### src/rtl/sync_fifo_th_pkg.sv
// Shared helpers for sync_fifo_th: pointer increment with wrap and configuration sanity check.
// Used by sync_fifo_th (optional macro SYNC_FIFO_TH_FWFT_EN selects first-word-fall-through reads).
package sync_fifo_th_pkg;

  // Next storage index; DEPTH need not be a power of two, so wrap explicitly at depth-1.
  function automatic int unsigned ptr_inc(input int unsigned ptr, input int unsigned depth);
    return (ptr >= depth - 1) ? 0 : ptr + 1;
  endfunction

  // True when the increment from ptr crosses the end of storage (wrap bit must toggle).
  function automatic bit ptr_wraps(input int unsigned ptr, input int unsigned depth);
    return ptr >= depth - 1;
  endfunction

  function automatic bit cfg_ok(input int unsigned depth, input int unsigned ae_level,
                                input int unsigned af_level);
    return (depth >= 2) && (ae_level < af_level) && (af_level <= depth);
  endfunction

endpackage

### src/rtl/sync_fifo_th_if.sv
// Producer/consumer bus of sync_fifo_th: write/read requests, read data, status and error flags.
// Handshake: a write is taken when wr_en_i & ~full_o and a pop when rd_en_i & ~empty_o, both
// judged at the rising edge; requests made against full/empty are dropped and flagged instead.
interface sync_fifo_th_if #(
  parameter int unsigned WIDTH     = 8,
  parameter int unsigned CNT_WIDTH = 5
);
  logic                 flush_i;
  logic                 clr_err_i;
  logic                 wr_en_i;
  logic [WIDTH-1:0]     wdata_i;
  logic                 rd_en_i;
  logic [WIDTH-1:0]     rdata_o;
  logic                 rvalid_o;
  logic                 full_o;
  logic                 empty_o;
  logic                 almost_full_o;
  logic                 almost_empty_o;
  logic [CNT_WIDTH-1:0] count_o;
  logic                 overflow_o;
  logic                 underflow_o;

  modport master (
    output flush_i, clr_err_i, wr_en_i, wdata_i, rd_en_i,
    input  rdata_o, rvalid_o, full_o, empty_o, almost_full_o, almost_empty_o,
           count_o, overflow_o, underflow_o
  );

  modport slave (
    input  flush_i, clr_err_i, wr_en_i, wdata_i, rd_en_i,
    output rdata_o, rvalid_o, full_o, empty_o, almost_full_o, almost_empty_o,
           count_o, overflow_o, underflow_o
  );
endinterface

### src/rtl/fifo_mem_1w1r.sv
// Storage array for sync_fifo_th: one synchronous write port, one asynchronous read port, no reset.
module fifo_mem_1w1r #(
  parameter int unsigned WIDTH      = 8,
  parameter int unsigned DEPTH      = 16,
  parameter int unsigned ADDR_WIDTH = 4
) (
  input  logic                  clk_i,
  input  logic                  we_i,
  input  logic [ADDR_WIDTH-1:0] waddr_i,
  input  logic [WIDTH-1:0]      wdata_i,
  input  logic [ADDR_WIDTH-1:0] raddr_i,
  output logic [WIDTH-1:0]      rdata_o
);
  logic [WIDTH-1:0] mem_q [DEPTH];

  always_ff @(posedge clk_i) begin
    if (we_i) mem_q[waddr_i] <= wdata_i;
  end

  assign rdata_o = mem_q[raddr_i];
endmodule

### src/rtl/sync_fifo_th.sv
// Single-clock FIFO with fill count, almost-full/empty thresholds, sticky errors and flush.
// Define SYNC_FIFO_TH_FWFT_EN for first-word-fall-through reads; default is a 1-cycle registered read.
module sync_fifo_th
  import sync_fifo_th_pkg::*;
#(
  parameter int unsigned WIDTH    = 8,
  parameter int unsigned DEPTH    = 16,
  parameter int unsigned AF_LEVEL = DEPTH - 2,
  parameter int unsigned AE_LEVEL = 2
) (
  input logic             clk_i,
  input logic             rst_ni,
  sync_fifo_th_if.slave   bus
);
  localparam int unsigned ADDR_WIDTH = $clog2(DEPTH);
  localparam int unsigned CNT_WIDTH  = $clog2(DEPTH + 1);
  localparam logic [CNT_WIDTH-1:0] AF_CNT = CNT_WIDTH'(AF_LEVEL);
  localparam logic [CNT_WIDTH-1:0] AE_CNT = CNT_WIDTH'(AE_LEVEL);

  if (!cfg_ok(DEPTH, AE_LEVEL, AF_LEVEL)) begin : g_bad_cfg
    $error("sync_fifo_th: need DEPTH>=2 and AE_LEVEL < AF_LEVEL <= DEPTH");
  end

  logic [ADDR_WIDTH-1:0] wr_ptr_q, wr_ptr_d, rd_ptr_q, rd_ptr_d;
  logic                  wr_wrap_q, wr_wrap_d, rd_wrap_q, rd_wrap_d;
  logic [CNT_WIDTH-1:0]  count_q, count_d;
  logic                  ovf_q, ovf_d, udf_q, udf_d;
  logic                  full, empty, wr_acc, rd_acc;
  logic [WIDTH-1:0]      mem_rdata;

  assign full   = (wr_ptr_q == rd_ptr_q) && (wr_wrap_q != rd_wrap_q);
  assign empty  = (wr_ptr_q == rd_ptr_q) && (wr_wrap_q == rd_wrap_q);
  // Flush overrides any same-cycle traffic, so neither port is accepted then.
  assign wr_acc = bus.wr_en_i & ~full  & ~bus.flush_i;
  assign rd_acc = bus.rd_en_i & ~empty & ~bus.flush_i;

  always_comb begin
    wr_ptr_d  = wr_ptr_q;
    wr_wrap_d = wr_wrap_q;
    rd_ptr_d  = rd_ptr_q;
    rd_wrap_d = rd_wrap_q;
    count_d   = count_q;
    if (bus.flush_i) begin
      wr_ptr_d  = '0;
      wr_wrap_d = 1'b0;
      rd_ptr_d  = '0;
      rd_wrap_d = 1'b0;
      count_d   = '0;
    end else begin
      if (wr_acc) begin
        wr_ptr_d = ADDR_WIDTH'(ptr_inc(32'(wr_ptr_q), DEPTH));
        if (ptr_wraps(32'(wr_ptr_q), DEPTH)) wr_wrap_d = ~wr_wrap_q;
      end
      if (rd_acc) begin
        rd_ptr_d = ADDR_WIDTH'(ptr_inc(32'(rd_ptr_q), DEPTH));
        if (ptr_wraps(32'(rd_ptr_q), DEPTH)) rd_wrap_d = ~rd_wrap_q;
      end
      case ({wr_acc, rd_acc})
        2'b10:   count_d = count_q + CNT_WIDTH'(1);
        2'b01:   count_d = count_q - CNT_WIDTH'(1);
        default: count_d = count_q;
      endcase
    end
    // Set beats clear when both happen in the same cycle.
    ovf_d = (ovf_q & ~bus.clr_err_i) | (bus.wr_en_i & full  & ~bus.flush_i);
    udf_d = (udf_q & ~bus.clr_err_i) | (bus.rd_en_i & empty & ~bus.flush_i);
  end

  always_ff @(posedge clk_i or negedge rst_ni) begin
    if (!rst_ni) begin
      wr_ptr_q  <= '0;
      wr_wrap_q <= 1'b0;
      rd_ptr_q  <= '0;
      rd_wrap_q <= 1'b0;
      count_q   <= '0;
      ovf_q     <= 1'b0;
      udf_q     <= 1'b0;
    end else begin
      wr_ptr_q  <= wr_ptr_d;
      wr_wrap_q <= wr_wrap_d;
      rd_ptr_q  <= rd_ptr_d;
      rd_wrap_q <= rd_wrap_d;
      count_q   <= count_d;
      ovf_q     <= ovf_d;
      udf_q     <= udf_d;
    end
  end

  fifo_mem_1w1r #(
    .WIDTH      (WIDTH),
    .DEPTH      (DEPTH),
    .ADDR_WIDTH (ADDR_WIDTH)
  ) u_mem (
    .clk_i   (clk_i),
    .we_i    (wr_acc),
    .waddr_i (wr_ptr_q),
    .wdata_i (bus.wdata_i),
    .raddr_i (rd_ptr_q),
    .rdata_o (mem_rdata)
  );

`ifdef SYNC_FIFO_TH_FWFT_EN
  assign bus.rdata_o  = empty ? '0 : mem_rdata;
  assign bus.rvalid_o = ~empty;
`else
  logic [WIDTH-1:0] rdata_q, rdata_d;
  logic             rvalid_q, rvalid_d;

  always_comb begin
    rdata_d  = rdata_q;
    rvalid_d = 1'b0;
    if (rd_acc) begin
      rdata_d  = mem_rdata;
      rvalid_d = 1'b1;
    end
  end

  always_ff @(posedge clk_i or negedge rst_ni) begin
    if (!rst_ni) begin
      rdata_q  <= '0;
      rvalid_q <= 1'b0;
    end else begin
      rdata_q  <= rdata_d;
      rvalid_q <= rvalid_d;
    end
  end

  assign bus.rdata_o  = rdata_q;
  assign bus.rvalid_o = rvalid_q;
`endif

  assign bus.full_o         = full;
  assign bus.empty_o        = empty;
  assign bus.almost_full_o  = (count_q >= AF_CNT);
  assign bus.almost_empty_o = (count_q <= AE_CNT);
  assign bus.count_o        = count_q;
  assign bus.overflow_o     = ovf_q;
  assign bus.underflow_o    = udf_q;
endmodule

### src/flat_wrapper.sv
// flat-port wrapper written by rule: the top's interface ports become plain ports
module sync_fifo_th_flat import sync_fifo_th_pkg::*;
#(
  parameter int unsigned WIDTH    = 8,
  parameter int unsigned DEPTH    = 16,
  parameter int unsigned AF_LEVEL = DEPTH - 2,
  parameter int unsigned AE_LEVEL = 2
)
  (clk_i, rst_ni, bus_flush_i, bus_clr_err_i, bus_wr_en_i, bus_wdata_i, bus_rd_en_i, bus_rdata_o, bus_rvalid_o, bus_full_o, bus_empty_o, bus_almost_full_o, bus_almost_empty_o, bus_count_o, bus_overflow_o, bus_underflow_o);
  sync_fifo_th_if #(.WIDTH(WIDTH), .CNT_WIDTH(5)) bus_i ();
  input logic clk_i;
  input logic rst_ni;
  input wire logic [$bits(bus_i.flush_i)-1:0] bus_flush_i;
  input wire logic [$bits(bus_i.clr_err_i)-1:0] bus_clr_err_i;
  input wire logic [$bits(bus_i.wr_en_i)-1:0] bus_wr_en_i;
  input wire logic [$bits(bus_i.wdata_i)-1:0] bus_wdata_i;
  input wire logic [$bits(bus_i.rd_en_i)-1:0] bus_rd_en_i;
  output wire logic [$bits(bus_i.rdata_o)-1:0] bus_rdata_o;
  output wire logic [$bits(bus_i.rvalid_o)-1:0] bus_rvalid_o;
  output wire logic [$bits(bus_i.full_o)-1:0] bus_full_o;
  output wire logic [$bits(bus_i.empty_o)-1:0] bus_empty_o;
  output wire logic [$bits(bus_i.almost_full_o)-1:0] bus_almost_full_o;
  output wire logic [$bits(bus_i.almost_empty_o)-1:0] bus_almost_empty_o;
  output wire logic [$bits(bus_i.count_o)-1:0] bus_count_o;
  output wire logic [$bits(bus_i.overflow_o)-1:0] bus_overflow_o;
  output wire logic [$bits(bus_i.underflow_o)-1:0] bus_underflow_o;
  assign bus_i.flush_i = bus_flush_i;
  assign bus_i.clr_err_i = bus_clr_err_i;
  assign bus_i.wr_en_i = bus_wr_en_i;
  assign bus_i.wdata_i = bus_wdata_i;
  assign bus_i.rd_en_i = bus_rd_en_i;
  assign bus_rdata_o = bus_i.rdata_o;
  assign bus_rvalid_o = bus_i.rvalid_o;
  assign bus_full_o = bus_i.full_o;
  assign bus_empty_o = bus_i.empty_o;
  assign bus_almost_full_o = bus_i.almost_full_o;
  assign bus_almost_empty_o = bus_i.almost_empty_o;
  assign bus_count_o = bus_i.count_o;
  assign bus_overflow_o = bus_i.overflow_o;
  assign bus_underflow_o = bus_i.underflow_o;
  sync_fifo_th #(.WIDTH(WIDTH), .DEPTH(DEPTH), .AF_LEVEL(AF_LEVEL), .AE_LEVEL(AE_LEVEL)) u_core (.clk_i(clk_i), .rst_ni(rst_ni), .bus(bus_i));
endmodule
### config.mk
export PLATFORM = sky130hd
export DESIGN_NAME = sync_fifo_th_flat
export DESIGN_NICKNAME = d
export VERILOG_FILES = /design/src/rtl/sync_fifo_th_pkg.sv /design/src/rtl/sync_fifo_th_if.sv /design/src/rtl/fifo_mem_1w1r.sv /design/src/rtl/sync_fifo_th.sv /design/src/flat_wrapper.sv
export SDC_FILE = /design/constraint.sdc
export NUM_CORES = 1
export LEC_CHECK = 0
export BUFFER_PORTS_ARGS = -buffer_cell sky130_fd_sc_hd__buf_2
export CAP_MARGIN = 40
export CORE_MARGIN = 2
export CORE_UTILIZATION = 55
export CTS_BUF_LIST = sky130_fd_sc_hd__clkbuf_16
export DETAILED_ROUTE_END_ITERATION = 12
export GPL_ROUTABILITY_DRIVEN = 1
export GPL_TIMING_DRIVEN = 0
export PLACE_DENSITY_LB_ADDON = 0.1
export SLEW_MARGIN = 5
export SYNTH_ARGS = -nofsm -noshare
export SYNTH_HDL_FRONTEND = slang
export SYNTH_SLANG_ARGS = --single-unit
### constraint.sdc
create_clock -name clk_i -period 3.6 [get_ports clk_i]
set_input_delay 0.72 -clock clk_i [delete_from_list [all_inputs] [get_ports clk_i]]
set_output_delay 0.72 -clock clk_i [all_outputs]
set_load 0.005 [all_outputs]
== Word level (Yosys, flattened, before mapping) ==
Memory sizes are Yosys's and may differ from the RTL's. A register that Yosys moved wholly into a read port is not among the register bits.
Index checks and enable logic that the tools add are counted.
Cells by class
  div/mod/pow operators: 0
  $lt $le $gt $ge: 4
  multipliers: 0
  bitwise gates (word level): 18
  equal/unequal tests: 5
  reductions and logical operators: 10
  multiplexer cells: 17
  add/sub/neg operators: 4
  shift-type cells: 0
Operators by type and width (count)
  $mux W4: 6
  $and A1 B1 Y1: 10
  $pmux W5 S2: 1
  $mux W1: 9
  $add A4 B1 Y4 const B: 2
  $ge A4 B4 Y1 const B: 2
  $reduce_bool A2 Y1: 4
  $not A1 Y1: 6
  $add A5 B1 Y5 const B: 1
  $ge A5 B4 Y1 const B: 1
  $le A5 B2 Y1 const B: 1
  $mux W5: 1
  $sub A5 B1 Y5 const B: 1
  $eq A4 B4 Y1: 1
  $reduce_and A2 Y1: 2
  $reduce_bool A3 Y1: 1
  $eq A2 B1 Y1 const B: 1
  $eq A2 B2 Y1 const B: 1
  $logic_and A1 B1 Y1: 2
  $or A1 B1 Y1: 2
  $eq A1 B1 Y1: 1
  $logic_not A1 Y1: 1
  $ne A1 B1 Y1: 1
Word-level totals
  bits in writable memories: 128
  output and inout bits: 20
  register bits: 18
  bits in read-only memories: 0
  latch bits: 0
  logic and storage cells: 67
  input bits: 14
  memories: 1
Memories
  u_core.u_mem.mem_q: words 16, bits a word 8, read ports 1, clocked after memory_dff 1, write ports 1, line fifo_mem_1w1r.sv:14  | logic [WIDTH-1:0] mem_q [DEPTH];

== Longest topological paths before layout ==
Gate-level depths: netlist of the first run.
  word-level depth: 8
  depth in mapped cells: 13
  depth with buffers taken out: 11

== Modules after synthesis ==
Synthesis of the first run repeated with hierarchy kept, for this count alone.
Unflattened totals
  cells, all modules: 354
  area, all modules: 6448.7 um^2
Modules (own cells, without submodules)
  fifo_mem_1w1r: area each 4987.3 um^2, cells each 221, instances 1
  sync_fifo_th: area each 1461.4 um^2, cells each 133, instances 1

== Least setup slack after synthesis of the first run ==
No wires, ideal clock.
  path type: input to register
  from: in bus_flush_i
  to: reg u_core.count_q[3] (netlist: u_core.bus.count_o[3])
  cell stages on the path: 12
  path buffers: 1
  arrival: 2.690 ns
  setup slack: 0.783 ns
  setup time: 0.128 ns
  path through: clkbuf_1 -> inv_1 -> nand2_1 -> a21oi_2 -> nand2_1 -> inv_1 -> ha_1 -> a21o_1 -> a21oi_1 -> xor2_1 -> nor2_1 -> mux2_1
On the way
  cells in the longest elaborated chain, start to end: 5
  elaborated cells between the ends (all ways): 8
RTL lines
  start: declaration: line flat_wrapper.sv:13  | input wire logic [$bits(bus_i.flush_i)-1:0] bus_flush_i;
  $not A1 Y1 *: line sync_fifo_th.sv:35  | assign rd_acc = bus.rd_en_i & ~empty & ~bus.flush_i;
  $and A1 B1 Y1 *: line sync_fifo_th.sv:35
  via u_core.rd_acc: line sync_fifo_th.sv:28  | logic full, empty, wr_acc, rd_acc;
  $eq A2 B1 Y1 or $eq A2 B2 Y1 (tied branches): line sync_fifo_th.sv:58  | case ({wr_acc, rd_acc})
  $pmux W5 S2: line sync_fifo_th.sv:58
  $mux W5: line sync_fifo_th.sv:43  | if (bus.flush_i) begin
  end signal: assignment: line sync_fifo_th.sv:83  | count_q <= count_d;
  end: declaration: line sync_fifo_th.sv:26  | logic [CNT_WIDTH-1:0] count_q, count_d;
The timed path passes the listed nets; every way through them passes the cells marked *.
A chain may end at the register's enable or synchronous reset.

== Final worst setup path of the first run ==
  from: reg u_core.rd_ptr_q[1]
  to: reg u_core.count_q[4] (netlist: u_core.bus.count_o[4])
On the way
  cells in the longest elaborated chain, start to end: 8
  elaborated cells between the ends (all ways): 14
RTL lines
  start: declaration: line sync_fifo_th.sv:24  | logic [ADDR_WIDTH-1:0] wr_ptr_q, wr_ptr_d, rd_ptr_q, rd_ptr_d;
  start signal: assignment: line sync_fifo_th.sv:81  | rd_ptr_q <= rd_ptr_d;
  $eq A4 B4 Y1 *: line sync_fifo_th.sv:32  | assign empty = (wr_ptr_q == rd_ptr_q) && (wr_wrap_q == rd_wrap_q);
  $logic_and A1 B1 Y1 *: line sync_fifo_th.sv:32
  $not A1 Y1 *: line sync_fifo_th.sv:35
  $and A1 B1 Y1 * (2 in series): line sync_fifo_th.sv:35
  via u_core.rd_acc: line sync_fifo_th.sv:28
  $eq A2 B1 Y1 or $eq A2 B2 Y1 (tied branches): line sync_fifo_th.sv:58
  $pmux W5 S2: line sync_fifo_th.sv:58
  $mux W5: line sync_fifo_th.sv:43
Marks and branches as above.

==> flow_summary.json, run 1 <==
{
  "outcome": "finished clean",
  "fraction_of_met3_tracks_used_by_global_routing_pct": 5.83,
  "drive_above_1_share_pct": 29.8,
  "postSynthAreaPerCell_um2": 17.4,
  "final_period_minus_worst_setup_slack_ps": 3230,
  "drc_errors": 0,
  "final_hold_viol_count": 0,
  "num-fill-cells": 798,
  "yosys.cell_types.count": 48,
  "synth_fp_nets": 394,
  "crit_path_max_incr_delay_ps": 590,
  "cts-hold-fix-buffers": 0,
  "diodes": 0,
  "cts_inserted_buffers": 17,
  "coreArea_um2": 11500,
  "critical-path-top-delay-family": "compound AO/OA/AOI/OAI gates",
  "drv_cap": 0,
  "synth.cell_area_um2": 6460,
  "worst_ir_drop_vdd_mv": 0.629,
  "timing.slew.headroom_pct": 39.6,
  "post_synth_inst_count": 371,
  "cts.clk_slew.worst_paths_ps": 60,
  "fmaxAchievable_mhz": 309,
  "h_tree_levels": 4,
  "design.final.nets": 453,
  "synthSimpleGateAreaFrac_pct": 5.30,
  "worst-path-max-fanout": 10,
  "route.vias.total": 3431,
  "number_of_antenna_violations_at_the_first_check_in_global_routing": 0,
  "cts_buffer_depth": 2,
  "die_height_um": 112,
  "holdWs_ps": 333,
  "required_ps": 3940,
  "grt_first_pass_wirelength_um": 20800,
  "worst_hold_path_type": "in -> async",
  "synth_xor_area_share_pct": 1.99,
  "worst_path_max_delay_cell": "sky130_fd_sc_hd__a21oi_2",
  "boundary_pin_count": 34,
  "detail_route.vias_per_cell": 5.85,
  "cellLeakagePower_uw": 0.00264,
  "grt_use_met1_pct": 31.9,
  "grt-busiest-layer": "met2",
  "cts_setup_buffers": 0,
  "global_route.usage.total_pct": 22.8,
  "synth-adder-area-share_pct": 1.86,
  "worst_setup_path_end_kind": "register",
  "ys_ff_latch": 154,
  "ctsRootBufferMaster": "sky130_fd_sc_hd__clkbuf_16",
  "power.total_uw": 4400,
  "die_area_um2": 12600,
  "synth_to_final_area_change_pct": 16.4,
  "start_util_pct": 56.4,
  "power_density_nw_per_um2": 585,
  "worst_max_slew_pin_slew_ps": 901,
  "drt_pass1_iterations": 4,
  "port_buffers": 31,
  "clock_sinks": 154,
  "ys_async_sr_fraction_pct": 16.9,
  "critical_path_class": "reg -> reg",
  "final_max_slew_viol_count": 0,
  "ctsResizeCount": 0,
  "grt.met2_usage_pct": 36.4,
  "cp_data_arrival_time_ps": 3570,
  "critical_path.n_buffers_inverters": 1,
  "synth_warnings": 0,
  "grt_pass1_vias": 3603,
  "period_utilization_post_route_pct": 89.8,
  "wirelength_um": 13100,
  "synth_ff_type": "sky130_fd_sc_hd__edfxtp_1",
  "timing.critical_path.cells": "buf_2 > xnor2_1 > and4_1 > a21oi_2 > nand2_1 > fa_1 > nand2b_1 > a21oi_1 > xnor2_1 > o2111ai_1 > o211ai_2",
  "clock-skew-final_ps": 8.95,
  "drt_first_iter_violations": 380,
  "mux_cell_area_share_after_synthesis_pct": 13.7,
  "synth-edff-count": 128,
  "worst_skew_pair.late_latency_ps": 420,
  "grt_max_degree": 27,
  "num_rows": 39,
  "grt_setup_unrepaired": "no",
  "detail-route-antenna-nets": 0,
  "synth_compound_gate_area_share_pct": 5.24,
  "largest_family_of_logic_cells_by_synthesized_area": "multiplexers",
  "setup.worst_path.start_class": "register",
  "dp_hpwl_um": 8830,
  "die_width_um": 112,
  "cts_tree": "built",
  "globalRoute.totalOverflow": 0,
  "wl_per_cell_um": 22.3,
  "most_common_cell_on_crit_path": "sky130_fd_sc_hd__xnor2_1",
  "setup_viol_count_final": 0,
  "yosysSeqAreaShare_pct": 69.5,
  "place.gp.congestion": 0.808
}
-- cell usage in the layout, fill, tap and decap left out, types with 3 or more instances in the layout --
cell,Yosys,layout
sky130_fd_sc_hd__nor4_2,0,4
sky130_fd_sc_hd__a21oi_1,6,6
sky130_fd_sc_hd__dfrtp_1,26,26
sky130_fd_sc_hd__nor2_1,21,21
sky130_fd_sc_hd__clkinvlp_4,0,4
sky130_fd_sc_hd__o211ai_1,3,3
sky130_fd_sc_hd__mux4_2,32,32
sky130_fd_sc_hd__buf_2,3,34
sky130_fd_sc_hd__ha_1,8,8
sky130_fd_sc_hd__edfxtp_1,128,128
sky130_fd_sc_hd__a22oi_1,16,16
sky130_fd_sc_hd__mux2i_1,3,3
sky130_fd_sc_hd__mux2_2,8,8
sky130_fd_sc_hd__o21ai_0,5,5
sky130_fd_sc_hd__nand3_1,3,3
sky130_fd_sc_hd__buf_1,3,3
sky130_fd_sc_hd__bufinv_16,0,4
sky130_fd_sc_hd__clkbuf_1,9,9
sky130_fd_sc_hd__xnor2_1,5,5
sky130_fd_sc_hd__xor2_1,6,6
sky130_fd_sc_hd__nand2_1,21,21
sky130_fd_sc_hd__mux2_1,4,4
sky130_fd_sc_hd__nor2b_1,3,3
sky130_fd_sc_hd__buf_4,3,12
sky130_fd_sc_hd__inv_1,13,15
sky130_fd_sc_hd__clkbuf_16,0,17
sky130_fd_sc_hd__and2_1,7,7
-- power breakdown --
part	total, uW	switching [uW]	leakage (uW)	internal (uW)
clock network	1820	675	0.000292	1150
logic	515	261	0.000855	254
registers	2060	51.2	0.00149	2010
total	4400	987	0.00264	3410
-- routing by layer --
metal  vias to the layer above  share of wire [%]
met4                         0               0.83
met3                        10                4.9
met5                         -                  0
li1                       1569                  -
met1                      1768                 44
met2                        84                 50
-- state kept, by name (all words and copies together) (netlist names) --
| name | flops |
|---|---|
| u_core.bus.rvalid_o | 1 |
| u_core.bus.count_o | 5 |
| u_core.rd_wrap_q | 1 |
| u_core.u_mem.mem_q | 128 |
| u_core.rd_ptr_q | 4 |
| u_core.bus.overflow_o | 1 |
| u_core.bus.underflow_o | 1 |
| u_core.wr_wrap_q | 1 |
| u_core.wr_ptr_q | 4 |
| u_core.bus.rdata_o | 8 |
-- path summary, 6_finish.rpt --
kind / endpoint / slack, ps / cells past startpoint / from
worst min register to register: u_core.bus.rdata_o[1] / 500 / 1 / u_core.bus.rdata_o[1]
min in group clk_i: u_core.bus.underflow_o / 490 / 2 / bus_clr_err_i
max in group asynchronous: u_core.rd_ptr_q[2] / 2830 / 1 / rst_ni
worst max-delay path: u_core.bus.count_o[4] / 370 / 11 / u_core.rd_ptr_q[1]
worst max register to register: u_core.bus.count_o[4] / 370 / 11 / u_core.rd_ptr_q[1]
worst min-delay path: u_core.bus.count_o[3] / 330 / 1 / rst_ni
-- kinds of logic (layout without fill, tap and decap cells) --
family | count (synthesis) | in the layout
compound gates | 44 | 44
xor+xnor | 13 | 13
fa+ha+maj | 9 | 9
buf+inv | 33 | 105
flops | 154 | 154
mux | 47 | 47
simple gates | 71 | 71
-- cell type report --
type / instances / area [um^2] / share of cell area (%)
sequential: 154 / 4490 / 59.7
timing repair buffer: 40 / 223 / 2.96
tap: 143 / 179 / 2.38
buffer: 20 / 105 / 1.40
multi-input combinational: 184 / 1860 / 24.8
clock buffer: 17 / 425 / 5.66
clock inverter: 15 / 184 / 2.45
inverter: 13 / 48.8 / 0.649
-- per-stage QoR --
step                      instance area, um^2  setup TNS (ps)  instances  util, %  setup WS [ps]
after floorplan                          6460               0        371        -            783
after global placement                   6800            -521        545     59.3          -39.3
after detailed placement                 6910               0        554     60.3            164
after CTS                                7520               0        586     65.6            345
after global routing                     7520               0        586     65.6            134
final                                    7520               0        586     65.6            366
-- cell usage after synthesis (all sizes together) (5+ instances only) --
cell type	instances	area [um^2]
nor4	5	31.3
a22oi	16	120
clkbuf	9	33.8
inv	13	48.8
dfrtp	26	651
and2	7	43.8
nand2	21	78.8
o211ai	5	47.5
mux2	12	135
o21ai	5	25.0
xnor2	6	60.1
xor2	7	68.8
a21oi	7	38.8
mux4	32	721
ha	8	100
edfxtp	128	3840
buf	11	71.3
nor2	21	78.8
Power figures use the tool's default switching activity.
==> run 2, diff against run 1 <==
==> constraint.sdc (replaced) <==
create_clock -name clk_i -period 3.6 [get_ports clk_i]
set_input_delay 0.36 -clock clk_i [delete_from_list [all_inputs] [get_ports clk_i]]
set_output_delay 0.36 -clock clk_i [all_outputs]
set_load 0.005 [all_outputs]
==> run 2 against run 1 <==
Die area unchanged; wire length about the same; fmax up 0.31%; hold slack worse by 200 ps; first-iteration DRC count down 14%; global-route usage about the same; design area up 0.13%; combinational power about the same; register-to-register slack about the same; clock skew up 8.1 ps; critical path type unchanged.
==> flow_summary.json, run 2 (synthesized netlist as in run 1, its figures left out) <==
{
  "outcome": "finished clean",
  "worst_ir_drop_vdd_mv": 0.630,
  "h_tree_levels": 4,
  "final_period_minus_worst_setup_slack_ps": 3220,
  "grt_pass1_vias": 3606,
  "ctsResizeCount": 0,
  "wl_per_cell_um": 22.3,
  "fmaxAchievable_mhz": 310,
  "worst_skew_pair.late_latency_ps": 420,
  "grt_first_pass_wirelength_um": 20800,
  "postLayoutCellArea_um2": 7530,
  "required_ps": 3930,
  "die_area_um2": 12600,
  "clock_sinks": 154,
  "setup.worst_path.start_class": "register",
  "cts_setup_buffers": 0,
  "synth_to_final_area_change_pct": 16.5,
  "design.final.nets": 454,
  "boundary_pin_count": 34,
  "grt_setup_unrepaired": "no",
  "final_max_slew_viol_count": 0,
  "drt_first_iter_violations": 326,
  "postPlaceCellArea_um2": 6910,
  "layout_commonest_cell": "sky130_fd_sc_hd__edfxtp_1",
  "start_util_pct": 56.4,
  "cts_tree": "built",
  "timing.critical_path.cells": "buf_2 > xnor2_1 > and4_1 > a21oi_2 > nand2_1 > fa_1 > nand2b_1 > a21oi_1 > xnor2_1 > o2111ai_1 > o211ai_2",
  "worst_max_slew_pin_slew_ps": 886,
  "clock-skew-final_ps": 17.1,
  "worst_path_max_delay_cell": "sky130_fd_sc_hd__a21oi_2",
  "cts_buffer_depth": 2,
  "final_hold_viol_count": 0,
  "final_core_utilization_pct": 65.7,
  "die_height_um": 112,
  "crit_path_max_incr_delay_ps": 590,
  "ctsRootBufferMaster": "sky130_fd_sc_hd__clkbuf_16",
  "detail-route-antenna-nets": 0,
  "setup_viol_count_final": 0,
  "number_of_antenna_violations_at_the_first_check_in_global_routing": 0,
  "drc_errors": 0,
  "most_common_cell_on_crit_path": "sky130_fd_sc_hd__xnor2_1",
  "num-fill-cells": 797,
  "largest_register_ffs": 128,
  "grt_max_degree": 27,
  "route.vias.total": 3431,
  "cellLeakagePower_uw": 0.00264,
  "drt_pass1_iterations": 4,
  "power_density_nw_per_um2": 584,
  "drive_above_1_share_pct": 29.7,
  "wirelength_um": 13100,
  "period_utilization_post_route_pct": 89.5,
  "final.setup.tns_ps": 0,
  "cp_data_arrival_time_ps": 3550,
  "place_inst": 554,
  "globalRoute.totalOverflow": 0,
  "drv_cap": 0,
  "cts_inserted_buffers": 17,
  "critical_path_class": "reg -> reg",
  "worst_hold_path_type": "in -> reg",
  "detail_route.vias_per_cell": 5.84,
  "r2r_setup_slack_ps": 380,
  "global_route.usage.total_pct": 22.9,
  "place.gp.congestion": 0.808,
  "regMostFlops": "u_core.u_mem.mem_q",
  "die_width_um": 112,
  "stdcell_count": 587,
  "coreArea_um2": 11500,
  "cts.clk_slew.worst_paths_ps": 60,
  "commonest_cells_after_routing_fill_and_taps_aside": "sky130_fd_sc_hd__edfxtp_1, sky130_fd_sc_hd__buf_2, sky130_fd_sc_hd__mux4_2",
  "diodes": 0,
  "worst-path-max-fanout": 10,
  "dp_hpwl_um": 8830,
  "port_buffers": 31,
  "num_rows": 39,
  "worst_setup_path_end_kind": "register",
  "timing.slew.headroom_pct": 40.6
}
[run 2: cell count changes in the layout (fill, tap and decap cells not counted), sizes merged]
cell / previous run / this run
dlygate4sd3: 0 / 1
[run 2: layout make-up]
cell class	count	area, um^2	area share, %
flip-flops and latches	154	4490	59.7
clock buffers	17	425	5.65
plain buffers	20	105	1.40
inverters	13	48.8	0.648
clock inverters	15	184	2.44
well taps	143	179	2.38
multi-input cells	184	1860	24.7
repair buffers	41	233	3.09
[run 2: final timing paths]
kind | startpoint | to | cells past startpoint
setup reg to reg | u_core.rd_ptr_q[1] | u_core.bus.count_o[4] | 11
min in group asynchronous | rst_ni | u_core.bus.rdata_o[6] | 2
setup / recovery | u_core.rd_ptr_q[1] | u_core.bus.count_o[4] | 11
max in group asynchronous | rst_ni | u_core.rd_ptr_q[2] | 2
hold reg to reg | u_core.bus.rdata_o[1] | u_core.bus.rdata_o[1] | 1
hold / removal | bus_clr_err_i | u_core.bus.underflow_o | 2
[run 2: metrics by stage]
| stage | setup WS, ps | hold WS (ps) | power, uW |
|---|---|---|---|
| 2_1_floorplan | 958 | 64.4 | 2420 |
| 3_3_place_gp | 51.6 | 421 | 2610 |
| 3_5_place_dp | 349 | 424 | 2620 |
| 4_1_cts | 345 | 119 | 4440 |
| 5_1_grt | 134 | 140 | 4570 |
| 6_report | 376 | 135 | 4400 |
[run 2: worst max-delay path, delay by kind of cell, from the launching register on]
kind | cells | cell delay [ps]
compound gates | 4 | 1080
xor+xnor | 2 | 360
fa+ha+maj | 1 | 460
buf+inv | 1 | 200
flops | 1 | 380
simple gates | 3 | 650
[run 2: what timing repair did]
item / in CTS / in global routing
hold buffers: 1 / 0
endpoints found under the setup margin: 0 / 0
hold endpoints to repair: 26 / 0
[run 2: report_power, final]
group	internal, uW	switching (uW)
clock network	1150	674
logic	255	261
registers	2010	51.7
total	3410	988
[run 2: routing by layer]
| layer | track usage (%) | wire (um) |
|---|---|---|
| met1 | 32.0 | 5770 |
| met2 | 36.4 | 6620 |
| met3 | 5.83 | 598 |
| met4 | 6.50 | 80 |
| met5 | 0 | 0 |
==> run 3, diff against run 2 <==
--- a/config.mk
+++ b/config.mk
@@ -12,8 +12,8 @@
 export CTS_BUF_LIST = sky130_fd_sc_hd__clkbuf_16
 export DETAILED_ROUTE_END_ITERATION = 12
 export GPL_ROUTABILITY_DRIVEN = 1
-export GPL_TIMING_DRIVEN = 0
 export PLACE_DENSITY_LB_ADDON = 0.1
+export RECOVER_POWER = 25
 export SLEW_MARGIN = 5
 export SYNTH_ARGS = -nofsm -noshare
 export SYNTH_HDL_FRONTEND = slang
==> run 3 against run 2 <==
Final cell count decreased by 2.4%; sequential share of layout area grew 0.79 points; highest routed layer unchanged; die area did not move; core utilization fell by 0.84 points; clock skew decreased by 9.8 ps; first-iteration DRC count decreased by 22%; largest power group unchanged.
==> flow_summary.json, run 3 (synthesized netlist as in run 1, its figures left out) <==
{
  "cts_inserted_buffers": 17,
  "worst_skew_pair.late_latency_ps": 420,
  "cts_setup_buffers": 0,
  "detail-route-antenna-nets": 0,
  "drc_errors": 0,
  "worst_setup_path_end_kind": "register",
  "diodes": 0,
  "coreArea_um2": 11500,
  "holdWs_ps": 137,
  "worst_max_slew_pin_slew_ps": 864,
  "fmaxAchievable_mhz": 338,
  "cts.clk_slew.worst_paths_ps": 60,
  "ctsRootBufferMaster": "sky130_fd_sc_hd__clkbuf_16",
  "worst_r2r_startpoint": "u_core.wr_ptr_q[3]",
  "cellLeakagePower_uw": 0.00261,
  "drv_cap": 0,
  "drive_above_1_share_pct": 28.1,
  "cts_buffer_depth": 2,
  "die_height_um": 112,
  "power_density_nw_per_um2": 583,
  "required_ps": 3900,
  "hold_path_startpoint": "bus_clr_err_i",
  "final_max_slew_viol_count": 0,
  "final.setup.tns_ps": 0,
  "detail_route.vias_per_cell": 5.88,
  "maxUsedRoutingLayer": "met4",
  "setup_viol_count_final": 0,
  "grt_setup_unrepaired": "no",
  "synth_to_final_area_change_pct": 15.0,
  "place.gp.congestion": 0.804,
  "worst_ir_drop_vdd_mv": 0.474,
  "h_tree_levels": 4,
  "start_util_pct": 56.4,
  "layout_commonest_cell": "sky130_fd_sc_hd__edfxtp_1",
  "global_route.usage.total_pct": 21.4,
  "number_of_antenna_violations_at_the_first_check_in_global_routing": 0,
  "met2_length_um": 6360,
  "cp_data_arrival_time_ps": 3250,
  "regMostFlops": "u_core.u_mem.mem_q",
  "drt_pass1_iterations": 5,
  "r2r_setup_slack_ps": 640,
  "design.final.nets": 442,
  "port_buffers": 33,
  "boundary_pin_count": 34,
  "worst_r2r_path_depth": 11,
  "commonest_cells_after_routing_fill_and_taps_aside": "sky130_fd_sc_hd__edfxtp_1, sky130_fd_sc_hd__mux4_2, sky130_fd_sc_hd__buf_2",
  "period_utilization_post_route_pct": 82.1,
  "critical_path_class": "reg -> reg",
  "wirelength_um": 12600,
  "worst_hold_path_type": "in -> reg",
  "worstReg2RegEnd": "u_core.bus.count_o[3]",
  "cts_tree": "built",
  "wl_per_cell_um": 22.0,
  "ctsResizeCount": 0,
  "globalRoute.totalOverflow": 0,
  "met3_length_um": 639,
  "grt_first_pass_wirelength_um": 19200,
  "routedLengthMet1_um": 5550,
  "timing.slew.headroom_pct": 42.3,
  "die_area_um2": 12600,
  "min_delay_path_depth": 2,
  "min_to": "u_core.bus.overflow_o",
  "grt_pass1_vias": 3376,
  "final_hold_viol_count": 0,
  "clock_sinks": 154,
  "num_rows": 39,
  "dp_hpwl_um": 7840,
  "worst-path-max-fanout": 13,
  "clock-skew-final_ps": 7.25,
  "largest_register_ffs": 128,
  "drt_first_iter_violations": 253,
  "route.vias.total": 3371,
  "outcome": "finished clean",
  "setup.worst_path.start_class": "register",
  "die_width_um": 112,
  "num-fill-cells": 803,
  "final_period_minus_worst_setup_slack_ps": 2960,
  "grt_max_degree": 37
}
-- run 3: changes by cell type in the layout (fill, tap and decap cells not counted), sizes merged --
cell      before  now
buf           51   41
clkinvlp       4    0
clkinv         5    8
clkbuf        26   24
inv           15   14
-- run 3: worst max path at each step --
stage	from	to	cells past startpoint
4_1_cts	u_core.wr_ptr_q[3]	u_core.bus.count_o[3]	11
3_5_place_dp	u_core.wr_ptr_q[3]	u_core.bus.count_o[3]	11
3_3_place_gp	u_core.wr_ptr_q[3]	u_core.bus.count_o[3]	11
2_1_floorplan	u_core.wr_ptr_q[2]	u_core.bus.count_o[3]	12
5_1_grt	u_core.wr_ptr_q[3]	u_core.bus.count_o[3]	11
6_report	u_core.wr_ptr_q[3]	u_core.bus.count_o[3]	11
-- run 3: per-stage QoR --
step	total power, uW	setup WS [ps]	util (%)	instance area, um^2	cells
after detailed placement	2600	680	59.7	6850	542
final	4330	645	64.8	7440	573
after global placement	2590	777	59.5	6830	539
after CTS	4380	666	64.9	7440	573
after global routing	4490	388	64.8	7440	573
after floorplan	2420	958	-	6460	371
-- run 3: area by class of cell --
type                            count  area (um^2)  area share (%)
Tap cell                          143          179            2.41
Clock inverter                     13          160            2.15
Timing Repair Buffer               49          279            3.75
Sequential cell                   154         4500            60.5
Inverter                           13         48.8           0.656
Multi-Input combinational cell    184         1850            24.9
Clock buffer                       17          425            5.72
-- run 3: what timing repair did --
| item | 4_1_cts | 5_1_grt |
|---|---|---|
| hold buffers | 1 | 0 |
| endpoints found under the setup margin | 0 | 0 |
| endpoints found under the hold margin | 26 | 0 |
-- run 3: critical path, stage by stage (launching register included) --
cell and delay [ps]:
sky130_fd_sc_hd__dfrtp_1 630, sky130_fd_sc_hd__xnor2_1 190, sky130_fd_sc_hd__nand4_1 450, sky130_fd_sc_hd__nand2_1 200, sky130_fd_sc_hd__nand2_1 140, sky130_fd_sc_hd__inv_1 130, sky130_fd_sc_hd__ha_1 250, sky130_fd_sc_hd__a21o_1 180
sky130_fd_sc_hd__a21oi_1 160, sky130_fd_sc_hd__xor2_1 160, sky130_fd_sc_hd__nor2_1 50, sky130_fd_sc_hd__mux2_1 300
-- run 3: per-layer routing --
metal,track usage [%],vias to the layer above
li1,-,1549
met1,29.5,1723
met2,33.9,94
met3,6.05,5
met4,6.34,0
met5,0,-
-- run 3: power breakdown --
part           total (uW)  switching (uW)  internal [uW]
clock network        1770             639           1130
logic                 494             250            244
registers            2070            53.8           2010
total                4330             943           3390
